==> src/rtl/traffic_pkg.sv <==
// Shared definitions for the two-road traffic controller with pedestrian phase.
// Contents: phase state codes, lamp bit positions, and the 6-bit lamp patterns
// {A_red, A_yel, A_grn, B_red, B_yel, B_grn} driven by each phase.
package traffic_pkg;

   typedef enum logic [2:0] {
      StBg    = 3'd0,
      StBy    = 3'd1,
      StAr1   = 3'd2,
      StAg    = 3'd3,
      StAy    = 3'd4,
      StAr2   = 3'd5,
      StPed   = 3'd6,
      StFlash = 3'd7
   } state_e;

   localparam int unsigned LA_RED = 5;
   localparam int unsigned LA_YEL = 4;
   localparam int unsigned LA_GRN = 3;
   localparam int unsigned LB_RED = 2;
   localparam int unsigned LB_YEL = 1;
   localparam int unsigned LB_GRN = 0;

   function automatic logic [5:0] lamp(input logic a_r, input logic a_y, input logic a_g,
                                       input logic b_r, input logic b_y, input logic b_g);
      logic [5:0] l;
      l         = '0;
      l[LA_RED] = a_r;
      l[LA_YEL] = a_y;
      l[LA_GRN] = a_g;
      l[LB_RED] = b_r;
      l[LB_YEL] = b_y;
      l[LB_GRN] = b_g;
      return l;
   endfunction

   localparam logic [5:0] BG_L     = lamp(1'b1, 1'b0, 1'b0, 1'b0, 1'b0, 1'b1);
   localparam logic [5:0] BY_L     = lamp(1'b1, 1'b0, 1'b0, 1'b0, 1'b1, 1'b0);
   localparam logic [5:0] ALLRED_L = lamp(1'b1, 1'b0, 1'b0, 1'b1, 1'b0, 1'b0);
   localparam logic [5:0] AG_L     = lamp(1'b0, 1'b0, 1'b1, 1'b1, 1'b0, 1'b0);
   localparam logic [5:0] AY_L     = lamp(1'b0, 1'b1, 1'b0, 1'b1, 1'b0, 1'b0);
   localparam logic [5:0] OFF_L    = 6'b000000;

endpackage

==> src/rtl/phase_timer.sv <==
// Tick-driven phase duration counter.
// Ports: clk, clr (async active-low), tick (advance strobe), restart (zero the
// count, wins over tick), dur (current phase length in ticks), done (last tick
// of the phase), count (ticks elapsed in the current phase).
module phase_timer #(
   parameter int unsigned CNT_W = 8
) (
   input  logic             clk,
   input  logic             clr,
   input  logic             tick,
   input  logic             restart,
   input  logic [CNT_W-1:0] dur,
   output logic             done,
   output logic [CNT_W-1:0] count
);

   logic [CNT_W-1:0] count_q;

   always_ff @(posedge clk or negedge clr) begin
      if (!clr) begin
         count_q <= '0;
      end else if (restart) begin
         count_q <= '0;
      end else if (tick) begin
         count_q <= count_q + CNT_W'(1);
      end
   end

   assign done  = tick && (count_q == dur - CNT_W'(1));
   assign count = count_q;

endmodule

==> src/rtl/traffic_controller_ped.sv <==
// Two-road traffic-light controller with latched pedestrian request and WALK phase.
// Ports: clk, clr (async active-low), tick (phase-advance strobe), ped_req,
// night (flash-mode request), lights {A_r,A_y,A_g,B_r,B_y,B_g}, walk, phase
// (state code), ped_pend (request latched, not yet served).
// Build option: define NIGHT_FLASH_EN to enable the night flashing mode.
module traffic_controller_ped
   import traffic_pkg::*;
#(
   parameter int unsigned CNT_W     = 8,
   parameter int unsigned GREEN_T   = 16,
   parameter int unsigned YELLOW_T  = 4,
   parameter int unsigned ALLRED_T  = 4,
   parameter int unsigned MIN_GREEN = 6,
   parameter int unsigned WALK_T    = 8
) (
   input  logic       clk,
   input  logic       clr,
   input  logic       tick,
   input  logic       ped_req,
   input  logic       night,
   output logic [5:0] lights,
   output logic       walk,
   output logic [2:0] phase,
   output logic       ped_pend
);

   state_e           state_q, state_d;
   logic             next_a_q, next_a_d;
   logic             ped_pend_q, ped_pend_d;
   logic [CNT_W-1:0] dur, count;
   logic             done, restart, green_cut;

`ifdef NIGHT_FLASH_EN
   logic flash_q, flash_d;
`else
   logic unused_night;
   assign unused_night = night;
`endif

   phase_timer #(
      .CNT_W(CNT_W)
   ) u_timer (
      .clk    (clk),
      .clr    (clr),
      .tick   (tick),
      .restart(restart),
      .dur    (dur),
      .done   (done),
      .count  (count)
   );

   always_comb begin
      dur = CNT_W'(ALLRED_T);
      case (state_q)
         StBg, StAg:   dur = CNT_W'(GREEN_T);
         StBy, StAy:   dur = CNT_W'(YELLOW_T);
         StAr1, StAr2: dur = CNT_W'(ALLRED_T);
         StPed:        dur = CNT_W'(WALK_T);
         default:      dur = CNT_W'(ALLRED_T);
      endcase
   end

   // A pending pedestrian may cut green short once the minimum green has run.
   assign green_cut = tick && ped_pend_q && (count >= CNT_W'(MIN_GREEN - 1));

   always_comb begin
      state_d  = state_q;
      next_a_d = next_a_q;
`ifdef NIGHT_FLASH_EN
      flash_d  = flash_q;
`endif
      case (state_q)
         StBg: if (done || green_cut) state_d = StBy;
         StBy: if (done) state_d = StAr1;
         StAr1: begin
            if (done) begin
               next_a_d = 1'b1;
               state_d  = ped_pend_q ? StPed : StAg;
`ifdef NIGHT_FLASH_EN
               if (night) state_d = StFlash;
`endif
            end
         end
         StAg: if (done || green_cut) state_d = StAy;
         StAy: if (done) state_d = StAr2;
         StAr2: begin
            if (done) begin
               next_a_d = 1'b0;
               state_d  = ped_pend_q ? StPed : StBg;
`ifdef NIGHT_FLASH_EN
               if (night) state_d = StFlash;
`endif
            end
         end
         StPed: if (done) state_d = next_a_q ? StAg : StBg;
         default: begin
`ifdef NIGHT_FLASH_EN
            if (tick) begin
               if (night) begin
                  flash_d = ~flash_q;
               end else begin
                  state_d  = StAr2;
                  next_a_d = 1'b0;
                  flash_d  = 1'b0;
               end
            end
`else
            // Code 7 is unreachable here; recover through an all-red phase.
            state_d = StAr2;
`endif
         end
      endcase
   end

   // Flash mode does not use the counter, so keep it parked at zero there.
   assign restart = (state_d != state_q) || (state_q == StFlash);

   always_comb begin
      ped_pend_d = ped_pend_q;
      if (state_d == StFlash) begin
         ped_pend_d = 1'b0;
      end else if ((state_d == StPed) && (state_q != StPed)) begin
         ped_pend_d = 1'b0;
      end else if (ped_req) begin
         ped_pend_d = 1'b1;
      end
   end

   always_ff @(posedge clk or negedge clr) begin
      if (!clr) begin
         state_q    <= StBg;
         next_a_q   <= 1'b1;
         ped_pend_q <= 1'b0;
`ifdef NIGHT_FLASH_EN
         flash_q    <= 1'b0;
`endif
      end else begin
         state_q    <= state_d;
         next_a_q   <= next_a_d;
         ped_pend_q <= ped_pend_d;
`ifdef NIGHT_FLASH_EN
         flash_q    <= flash_d;
`endif
      end
   end

   always_comb begin
      lights = OFF_L;
      case (state_q)
         StBg:                lights = BG_L;
         StBy:                lights = BY_L;
         StAr1, StAr2, StPed: lights = ALLRED_L;
         StAg:                lights = AG_L;
         StAy:                lights = AY_L;
         default: begin
`ifdef NIGHT_FLASH_EN
            lights = flash_q ? AY_L : OFF_L;
`else
            lights = ALLRED_L;
`endif
         end
      endcase
   end

   assign walk     = (state_q == StPed);
   assign phase    = state_q;
   assign ped_pend = ped_pend_q;

endmodule

==> config.mk <==
export PLATFORM = sky130hd
export DESIGN_NAME = traffic_controller_ped
export DESIGN_NICKNAME = d
export VERILOG_FILES = /design/src/rtl/traffic_pkg.sv /design/src/rtl/phase_timer.sv /design/src/rtl/traffic_controller_ped.sv
export SDC_FILE = /design/constraint.sdc
export NUM_CORES = 1
export LEC_CHECK = 0
export BUFFER_PORTS_ARGS = -buffer_cell sky130_fd_sc_hd__buf_2
export CAP_MARGIN = 20
export CORE_MARGIN = 2
export CORE_UTILIZATION = 30
export DETAILED_ROUTE_END_ITERATION = 8
export PLACE_DENSITY = 0.56
export SKIP_LAST_GASP = 1
export SLEW_MARGIN = 20
export SYNTH_ARGS = -nofsm -noshare
export SYNTH_HDL_FRONTEND = slang
export SYNTH_SLANG_ARGS = --single-unit
==> constraint.sdc <==
create_clock -name clk -period 5.2 [get_ports clk]
set_input_delay 1.04 -clock clk [delete_from_list [all_inputs] [get_ports clk]]
set_output_delay 1.04 -clock clk [all_outputs]
set_load 0.05 [all_outputs]
-- Word level (Yosys, flattened, before mapping)
Index checks and enable logic that the tools add are counted.
- word-level logic and storage cells: 54
- bits in registers: 13
- output and inout bits: 11
- bits of input ports: 5
- order comparisons: 1
- add/sub/neg operators: 2
- eq/ne operators: 14
- multiplexer cells: 21
- reductions and logical operators: 12
- operators with widths (operator ; number):
    $mux W3 ; 9
    $pmux W6 S4 ; 1
    $pmux W3 S7 ; 1
    $eq A3 B3 Y1 const B ; 6
    $mux W8 ; 2
    $pmux W5 S2 ; 1
    $add A8 B1 Y8 const B ; 1
    $eq A8 B8 Y1 ; 1
    $ge A8 B3 Y1 const B ; 1
    $eq A3 B2 Y1 const B ; 2
    $sub A5 B1 Y6 const B ; 1
    $mux W1 ; 5
    $logic_and A1 B1 Y1 ; 4
    $ne A2 B2 Y1 const B ; 2
    $reduce_bool A2 Y1 ; 2
    $eq A3 B1 Y1 const B ; 1
    $logic_not A3 Y1 ; 1
    $ne A3 B3 Y1 ; 1
    $ne A3 B3 Y1 const B ; 1
    $reduce_and A3 Y1 ; 1
    $reduce_bool A3 Y1 ; 1
    $logic_or A1 B1 Y1 ; 2
    $mux W2 ; 1
    $pmux W1 S2 ; 1
    $reduce_or A2 Y1 ; 1

-- Logic depth before layout (Yosys ltp)
Gate-level depths: netlist of the first run.
- depth in word-level cells: 13
- mapped depth: 7
- depth with buffers taken out: 7

-- By module
A second synthesis of the first run with hierarchy kept.
- cells, all modules: 138
- area total of the unflattened synthesis: 1143.6 sq um
- modules (own cells, without submodules) (module ; sequential area each (sq um) ; cells each ; area each (sq um) ; instances):
    phase_timer ; 200.2 ; 70 ; 615.6 ; 1
    traffic_controller_ped ; 126.4 ; 68 ; 528.0 ; 1

-- Worst setup path before layout of the first run
OpenSTA, ideal clock, no wires.
- path type: flip-flop to output port
- from: reg state_q[1], in the netlist phase[1]
- to: out lights[5]
- setup slack: 2.015 ns
- cell stages (with the launch flop): 5
- buffers on the path: 2
- data arrival time: 2.145 ns
- required time: 4.160 ns
- cell sequence: dfrtp_1 -> buf_2 -> clkbuf_1 -> nor2_1 -> nor2_1
- longest elaborated chain between the ends: 2
- elaborated cells on any way between the ends: 5
- classes of those cells: eq/ne: 3; mux: 1; reduce/logical: 1
- ends and longest elaborated chain (item ; RTL line ; source):
    start, declared ; traffic_controller_ped.sv:27 ; state_e state_q, state_d;
    start signal, assigned ; traffic_controller_ped.sv:131 ; state_q <= StBg;
    start signal, assigned ; traffic_controller_ped.sv:138 ; state_q <= state_d;
    $eq A3 B3 Y1, or another cell as far along ; traffic_controller_ped.sv:149 ; case (state_q)
    $pmux W6 S4 (*) ; traffic_controller_ped.sv:149 ;
    end, declared ; traffic_controller_ped.sv:21 ; output logic [5:0] lights,
Mark *: on every way between the ends. The rest lies on a longest branch, timed or not.

-- Final worst setup path of the first run
- from: reg state_q[1], in the netlist phase[1]
- to: out lights[3]
Same word-level chain as after synthesis.

==> results.py, run 1 <==
metrics = {
    "cells_and_area": {
        "layout.nets": 139,
        "drive_gt1_share_pct": 21.5,
        "area_growth_pct": 11.1,
        "diodes": 0,
    },
    "setup_path": {
        "worst_r2r_endpoint": "phase[1]$_DFF_PN0_",
        "startpoint_type": "register",
        "worstSetupStartpoint": "phase[1]$_DFF_PN0_",
        "cp-end-kind": "output pin",
        "reg2regPathDepth": 5,
        "cp.arrival_ns": 1.71,
        "path_class": "reg2out",
        "path_max_fanout": 21,
        "cp.required_ns": 4.16,
        "r2r-start": "phase[2]$_DFF_PN0_",
        "r2r_slack_ns": 2.85,
    },
    "clock_tree": {
        "clk_latency_ns": 0.27,
        "htreeDepth": 1,
        "clockBufferDepth": 2,
        "cts_tree": "yes",
        "cts.sinks": 13,
        "numCtsBuffers": 3,
        "root_buffer": "clkbuf_4",
        "ctsResizeCount": 0,
        "path_clk_slew_ns": 0.07,
        "cts_hold_buf": 0,
        "post-cts-setup-buffer-count": 0,
    },
    "logic_synthesis": {
        "synth_ff_type": "dfrtp_1",
        "yosys.area.top_type": "dfrtp_1",
        "syn_inst": 120,
        "synth_fp_nets": 128,
        "avgSynthCellArea_um2": 8.45,
        "synth.top_cell.area_share_pct": 29.6,
        "yosysUniqueCellTypes": 42,
        "syn-cell-area_um2": 1010,
        "async_flop_share_pct": 100,
        "synthTopCellsByCount": "nor2_1 (22), nand2_1 (15), dfrtp_1 (12)",
        "synthTopCellsByArea": "dfrtp_1 (30%), nor2_1 (8.1%), nand2_1 (5.6%)",
        "yosysSeqAreaShare_pct": 32.2,
        "yosysMostFrequentCell": "nor2_1",
        "yosys_warnings": 0,
        "ys_seq_elements": 13,
        "synth-edff-count": 0,
    },
    "sta": {
        "slew_headroom_pct": 59.6,
        "tns_ns": 0,
        "hold_ws_ns": 0.550,
        "drv_slew": 0,
        "fin_crit_sh_pct": 52.8,
        "max_freq_mhz": 364,
        "setup_viol": 0,
        "period_minus_slack_ns": 2.75,
        "hold_violations": 0,
        "clock-skew-final_ns": 0.00694,
        "rsz0062_at_grt": "no",
        "worst_slew_pin_slew_ns": 0.606,
    },
    "drt": {
        "drt_iter0_markers": 85,
        "drc": 0,
        "via_count": 926,
        "via_per_inst": 5.26,
        "wl_um": 2380,
        "final_antenna_net_count": 0,
        "dr.pass1.iters": 4,
        "wl_per_cell_um": 13.5,
    },
    "global_route": {
        "antenna_found_initial": 0,
        "grt-ovfl-total": 0,
        "grt_pass1_wl_um": 4300,
        "grt_pass1_vias": 923,
        "grt_max_degree": 22,
        "grt_usage_pct": 13.5,
    },
    "place": {
        "hpwlAfterDp_um": 1780,
        "io_buffers": 14,
        "place.gp.congestion": 0.860,
    },
    "die": {
        "rows": 21,
        "die_h_um": 62.1,
        "initial_utilization_pct": 30.9,
        "dieArea_um2": 3860,
        "coreArea_um2": 3280,
        "die_x_um": 62.1,
        "ios": 16,
    },
    "power_and_ir_drop": {
        "p_leak_nw": 0.480,
        "pwr_density_cell_nw_per_um2": 603,
        "ir_drop_v": 0.000184,
    },
    "flow_run": {
        "cap_violations": 0,
    },
    "worst_hold_path": {
        "min_from": "next_a_q$_DFFE_PN1P_",
        "hold_path_class": "reg2reg",
        "hold_path_depth": 2,
        "holdPathEnd": "next_a_q$_DFFE_PN1P_",
    },
    "status": {
        "status": "complete, no violations",
    },
}
-- sequential cells by signal (all words and copies together), names as in the netlist --
name and cells:
next_a_q 1, ped_pend 1, phase 3, u_timer.count 8
-- layout by cell type, fill, tap and decap left out, types with 2 or more instances in the layout --
master / instances
dfrtp_1: 12
xnor2_1: 5
buf_2: 14
nor2_1: 22
xor2_1: 2
ha_1: 3
nor4b_1: 2
or4_4: 2
a211oi_1: 2
nand2b_1: 4
o21ai_0: 7
nor3_1: 2
a21oi_1: 3
inv_1: 5
o221ai_1: 2
nand2_1: 15
nand4_1: 2
clkbuf_4: 3
-- per-stage QoR --
stage | total power [mW] | setup slack [ns] | cell area, µm² | utilization (%) | std cells
after floorplan | 0.532 | 2.02 | 1010 | - | 120
after global placement | 0.604 | 2.52 | 1100 | 33.5 | 172
after detailed placement | 0.620 | 2.46 | 1100 | 33.5 | 172
after CTS | 0.685 | 2.43 | 1130 | 34.3 | 176
after global routing | 0.740 | 2.29 | 1130 | 34.3 | 176
final | 0.679 | 2.45 | 1130 | 34.3 | 176
-- per-layer routing --
layer	vias to the layer above	track usage (%)	part of all wire, %
met5	-	0	0
met4	0	4.44	0.59
met3	2	1.99	5.2
met2	25	22.6	47
met1	449	17.8	47
li1	450	-	-
-- cell type report --
class | count | area [µm²]
well taps | 46 | 57.6
clock buffers | 4 | 26.3
inverters | 5 | 18.8
fillers | 344 | 2160
repair buffers | 14 | 70.1
flip-flops and latches | 13 | 327
multi-input cells | 94 | 627
-- cells by family (layout without fill, tap and decap cells) --
group                      after synthesis  in the layout  synth area share, %
and+or+nand+nor                         57             57                 29.5
AOI/OAI and AO/OA                       27             27                 22.6
DFF                                     13             13                 32.2
buffers and inverters                   13             23                 5.93
xor gates and xnor gates                 7              7                 6.05
adders and majority gates                3              3                 3.70
-- report_power, final --
group	internal, mW	total (mW)	switching, mW	leakage (nW)
registers	0.135	0.213	0.0773	0.160
clock network	0.0297	0.0608	0.0311	0.0150
logic	0.134	0.406	0.272	0.305
-- worst max-delay path, cell delays in order, from the launching register on --
cell     delay (ns)
dfrtp_1        0.70
inv_1          0.25
nor2_1         0.20
buf_2          0.28
-- worst max path at each step --
| stage | endpoint | slack, ns | depth (start not counted) |
|---|---|---|---|
| floorplan | lights[5] | 2.02 | 4 |
| global placement | ped_pend$_DFFE_PN0P_ | 2.52 | 6 |
| detailed placement | u_timer.count[0]$_DFFE_PN0P_ | 2.46 | 6 |
| CTS | lights[3] | 2.43 | 3 |
| global route | lights[3] | 2.29 | 3 |
| finish | lights[3] | 2.45 | 3 |
No activity file was read; power rests on OpenSTA's default activity.
==> run 2, diff against run 1 <==
Clock period 5.2 ns to 2.55 ns, I/O delays scaled along.
==> results.py, run 2 (same netlist as run 1, synthesis figures left out) <==
metrics = {
    "flow_run": {
        "cap_violations": 0,
    },
    "clock_tree": {
        "clk_latency_ns": 0.29,
        "clockBufferDepth": 2,
        "post-cts-setup-buffer-count": 0,
        "cts_hold_buf": 0,
        "cts.sinks": 13,
        "path_clk_slew_ns": 0.10,
        "htreeDepth": 1,
        "cts_tree": "yes",
        "ctsResizeCount": 0,
        "root_buffer": "clkbuf_4",
        "numCtsBuffers": 3,
    },
    "cells_and_area": {
        "layout_common_cells": "nor2_1 (20), nand2_1 (15), buf_2 (14)",
        "area_growth_pct": 14.0,
        "post-route-util_pct": 35.2,
        "largest_reg_flops": 8,
        "diodes": 0,
        "drive_gt1_share_pct": 25.6,
        "num-fill-cells": 346,
        "layout.nets": 142,
        "layout_commonest_cell": "nor2_1",
    },
    "sta": {
        "tns_ns": 0,
        "clock-skew-final_ns": 0.0141,
        "drv_slew": 0,
        "worst_slew_pin_slew_ns": 0.557,
        "slew_headroom_pct": 62.6,
        "fin_crit_sh_pct": 91.6,
        "period_minus_slack_ns": 2.33,
        "hold_violations": 0,
        "rsz0062_at_grt": "no",
        "hold_ws_ns": 0.0885,
        "max_freq_mhz": 428,
        "setup_viol": 0,
    },
    "power_and_ir_drop": {
        "p_comb_share_pct": 60.5,
        "pwr_density_cell_nw_per_um2": 1230,
        "pwr-share-clk_pct": 9.6,
        "p_int_mw": 0.629,
        "p_seq_share_pct": 29.8,
        "p_leak_nw": 0.499,
        "p_sw_share_pct": 55.7,
        "p_sw_mw": 0.790,
        "ir_drop_v": 0.000310,
    },
    "status": {
        "status": "complete, no violations",
    },
    "worst_hold_path": {
        "hold_path_class": "in2async",
    },
    "drt": {
        "via_per_inst": 5.30,
        "drt_iter0_markers": 64,
        "via_count": 948,
        "drc": 0,
        "wl_per_cell_um": 13.2,
        "wl_um": 2370,
        "final_antenna_net_count": 0,
        "dr.pass1.iters": 4,
    },
    "setup_path": {
        "cp-end-kind": "register",
        "cp.arrival_ns": 2.51,
        "path_max_fanout": 9,
        "path_class": "reg2reg",
        "r2r_slack_ns": 0.22,
        "startpoint_type": "register",
        "cp.required_ns": 2.72,
    },
    "die": {
        "die_h_um": 62.1,
        "rows": 21,
        "die_x_um": 62.1,
        "ios": 16,
        "coreArea_um2": 3280,
        "initial_utilization_pct": 30.9,
        "dieArea_um2": 3860,
    },
    "global_route": {
        "grt_max_degree": 19,
        "grt_pass1_vias": 955,
        "grt_pass1_wl_um": 4420,
        "grt-ovfl-total": 0,
        "grt_usage_pct": 13.9,
        "antenna_found_initial": 0,
    },
    "place": {
        "hpwlAfterDp_um": 1750,
        "io_buffers": 14,
        "place.gp.congestion": 0.823,
    },
}
## run 2: cell count changes in the layout (fill, tap and decap cells not counted)
cell,change
nor2_1,-2
nor2_2,+2
buf_4,+3
clkinv_2,+1
clkbuf_1,-1
## run 2: layer usage
metal	vias up	global-route usage (%)	wire length, µm
met2	42	23.6	1100
met1	447	17.0	1050
met4	0	3.61	35
met5	-	0	0
met3	4	4.71	185
li1	455	-	-
## run 2: power by group through the flow
stage	Combinational [mW]	Clock, mW	Sequential, mW
after global routing	0.951	0.153	0.448
after detailed placement	0.858	0	0.427
after floorplan	0.667	0	0.424
after global placement	0.846	0	0.422
after CTS	0.861	0.140	0.423
final	0.860	0.137	0.423
## run 2: final timing paths
kind | from | endpoint | cells after the start
worst max register to register | u_timer.count[6]$_DFFE_PN0P_ | u_timer.count[5]$_DFFE_PN0P_ | 5
max in group asynchronous | clr | next_a_q$_DFFE_PN1P_ | 1
min in group clk | ped_req | ped_pend$_DFFE_PN0P_ | 3
worst min-delay path | clr | phase[2]$_DFF_PN0_ | 1
worst max-delay path | u_timer.count[6]$_DFFE_PN0P_ | u_timer.count[5]$_DFFE_PN0P_ | 5
worst min register to register | next_a_q$_DFFE_PN1P_ | next_a_q$_DFFE_PN1P_ | 2
## run 2: area by class of cell
| type | count | area [µm²] | share of cell area (%) |
|---|---|---|---|
| multi-input combinational | 94 | 632 | 54.7 |
| clock inverter | 1 | 5.00 | 0.433 |
| clock buffer | 3 | 22.5 | 1.95 |
| sequential | 13 | 327 | 28.3 |
| timing repair buffer | 17 | 92.6 | 8.02 |
| tap | 46 | 57.6 | 4.98 |
| inverter | 5 | 18.8 | 1.63 |
## run 2: critical path, cell delays in order (launching register included)
cell       delay [ns]
dfrtp_1          0.41
or4_4            0.56
or2_0            0.39
a2111oi_0        0.47
o32a_2           0.32
nor2_1           0.07
## run 2: per-stage QoR
stage / std cells / cell area, µm² / setup slack, ns / power, mW
3_5_place_dp: 175 / 1130 / 0.241 / 1.29
3_3_place_gp: 175 / 1130 / 0.270 / 1.27
2_1_floorplan: 120 / 1020 / 0.0199 / 1.09
4_1_cts: 179 / 1150 / 0.229 / 1.42
5_1_grt: 179 / 1150 / 0.0441 / 1.55
6_report: 179 / 1150 / 0.215 / 1.42
==> run 3, diff against run 2 <==
Settings changed: CORE_MARGIN 2 to not set, MAX_ROUTING_LAYER set to met4.
==> results.py, run 3 (same netlist as run 1, synthesis figures left out) <==
metrics = {
    "clock_tree": {
        "cts_tree": "yes",
        "root_buffer": "clkbuf_4",
        "post-cts-setup-buffer-count": 0,
        "clk_latency_ns": 0.27,
        "clockBufferDepth": 2,
        "htreeDepth": 1,
        "cts_hold_buf": 0,
        "path_clk_slew_ns": 0.08,
        "cts.sinks": 13,
        "numCtsBuffers": 3,
        "ctsResizeCount": 0,
    },
    "place": {
        "hpwlAfterDp_um": 1750,
        "place.gp.congestion": 0.862,
        "io_buffers": 14,
        "post_dp_cell_area_um2": 1130,
    },
    "sta": {
        "worst_slew_pin_slew_ns": 0.564,
        "rsz0062_at_grt": "no",
        "hold_violations": 0,
        "setup_viol": 0,
        "clock-skew-final_ns": 0.00497,
        "max_freq_mhz": 427,
        "fin_crit_sh_pct": 91.8,
        "tns_ns": 0,
        "period_minus_slack_ns": 2.34,
        "drv_slew": 0,
        "slew_headroom_pct": 62.1,
    },
    "cells_and_area": {
        "layout_commonest_cell": "nor2_1",
        "multi_input_area_um2": 632,
        "area_growth_pct": 14.3,
        "seq_area_um2": 327,
        "fin_area_um2": 1160,
        "layout.nets": 143,
        "diodes": 0,
        "drive_gt1_share_pct": 25.4,
        "largest_reg_flops": 8,
        "layout_common_cells": "nor2_1 (20), nand2_1 (15), buf_2 (14)",
        "num-fill-cells": 341,
    },
    "die": {
        "dieArea_um2": 3610,
        "ios": 16,
        "initial_utilization_pct": 32.4,
        "coreArea_um2": 3130,
        "die_x_um": 60.1,
        "rows": 20,
        "die_h_um": 60.1,
    },
    "setup_path": {
        "cp.arrival_ns": 2.50,
        "cp-end-kind": "register",
        "path_max_fanout": 9,
        "cp.required_ns": 2.71,
        "reg2regPathDepth": 5,
        "r2r-start": "u_timer.count[4]$_DFFE_PN0P_",
        "worst_r2r_endpoint": "u_timer.count[7]$_DFFE_PN0P_",
        "startpoint_type": "register",
        "r2r_slack_ns": 0.21,
        "path_class": "reg2reg",
    },
    "global_route": {
        "grt_pass1_wl_um": 3800,
        "antenna_found_initial": 0,
        "grt-ovfl-total": 0,
        "grt_pass1_vias": 831,
        "grt_max_degree": 14,
        "grt_usage_pct": 14.4,
    },
    "drt": {
        "via_count": 942,
        "drc": 0,
        "final_antenna_net_count": 0,
        "wl_um": 2280,
        "drt_iter0_markers": 51,
        "wl_per_cell_um": 12.8,
        "dr.pass1.iters": 4,
        "via_per_inst": 5.29,
    },
    "status": {
        "status": "complete, no violations",
    },
    "power_and_ir_drop": {
        "ir_drop_v": 0.000354,
        "p_leak_nw": 0.501,
        "pwr_density_cell_nw_per_um2": 1230,
    },
    "worst_hold_path": {
        "hold_path_class": "in2async",
    },
    "flow_run": {
        "cap_violations": 0,
    },
}
## run 3: changes by cell type in the layout (fill, tap and decap cells not counted)
cell	before	now
buf_4	3	4
clkbuf_1	0	1
clkinv_2	1	0
## run 3: per-layer routing
metal	global-route usage [%]	share of wire, %
met5	-	0
met4	6.31	1.6
met3	3.03	5.7
met2	21.2	46
met1	19.0	47
## run 3: per-stage QoR
stage	worst slack [ns]	instances	total power [mW]	util (%)	hold slack, ns
3_3_place_gp	0.278	174	1.28	36.2	0.410
3_5_place_dp	0.229	174	1.30	36.2	0.412
4_1_cts	0.218	178	1.43	37.0	0.108
6_report	0.210	178	1.42	37.0	0.105
5_1_grt	0.117	178	1.53	37.0	0.125
2_1_floorplan	0.0199	120	1.09	-	0.214
## run 3: critical path, stage by stage, from the launching register on
cell and delay, ns:
dfrtp_1 0.42, or4_4 0.53, or2_0 0.40, a2111oi_0 0.47, o32a_2 0.33, nor2_1 0.07
## run 3: final cells by class
| type | instances | area share [%] |
|---|---|---|
| clock buffer | 4 | 2.27 |
| inverter | 5 | 1.62 |
| multi-input combinational | 94 | 54.5 |
| sequential | 13 | 28.2 |
| tap | 44 | 4.75 |
| timing repair buffer | 18 | 8.64 |
## run 3: worst max path at each step
stage                                       startpoint                      endpoint  slack (ns)  cells past startpoint
after CTS                 u_timer.count[4]$_DFFE_PN0P_  u_timer.count[7]$_DFFE_PN0P_        0.22                      5
after detailed placement  u_timer.count[4]$_DFFE_PN0P_  u_timer.count[1]$_DFFE_PN0P_        0.23                      5
after global placement    u_timer.count[4]$_DFFE_PN0P_          ped_pend$_DFFE_PN0P_        0.28                      5
after global routing      u_timer.count[6]$_DFFE_PN0P_  u_timer.count[7]$_DFFE_PN0P_        0.12                      5
final                     u_timer.count[4]$_DFFE_PN0P_  u_timer.count[7]$_DFFE_PN0P_        0.21                      5
after floorplan                     phase[1]$_DFF_PN0_                     lights[5]        0.02                      4
## run 3: power breakdown
| part | switching [mW] | total [mW] | internal, mW | leakage, nW |
|---|---|---|---|---|
| Clock | 0.0661 | 0.127 | 0.0606 | 0.0150 |
| Combinational | 0.598 | 0.903 | 0.305 | 0.326 |
| Sequential | 0.113 | 0.390 | 0.277 | 0.160 |
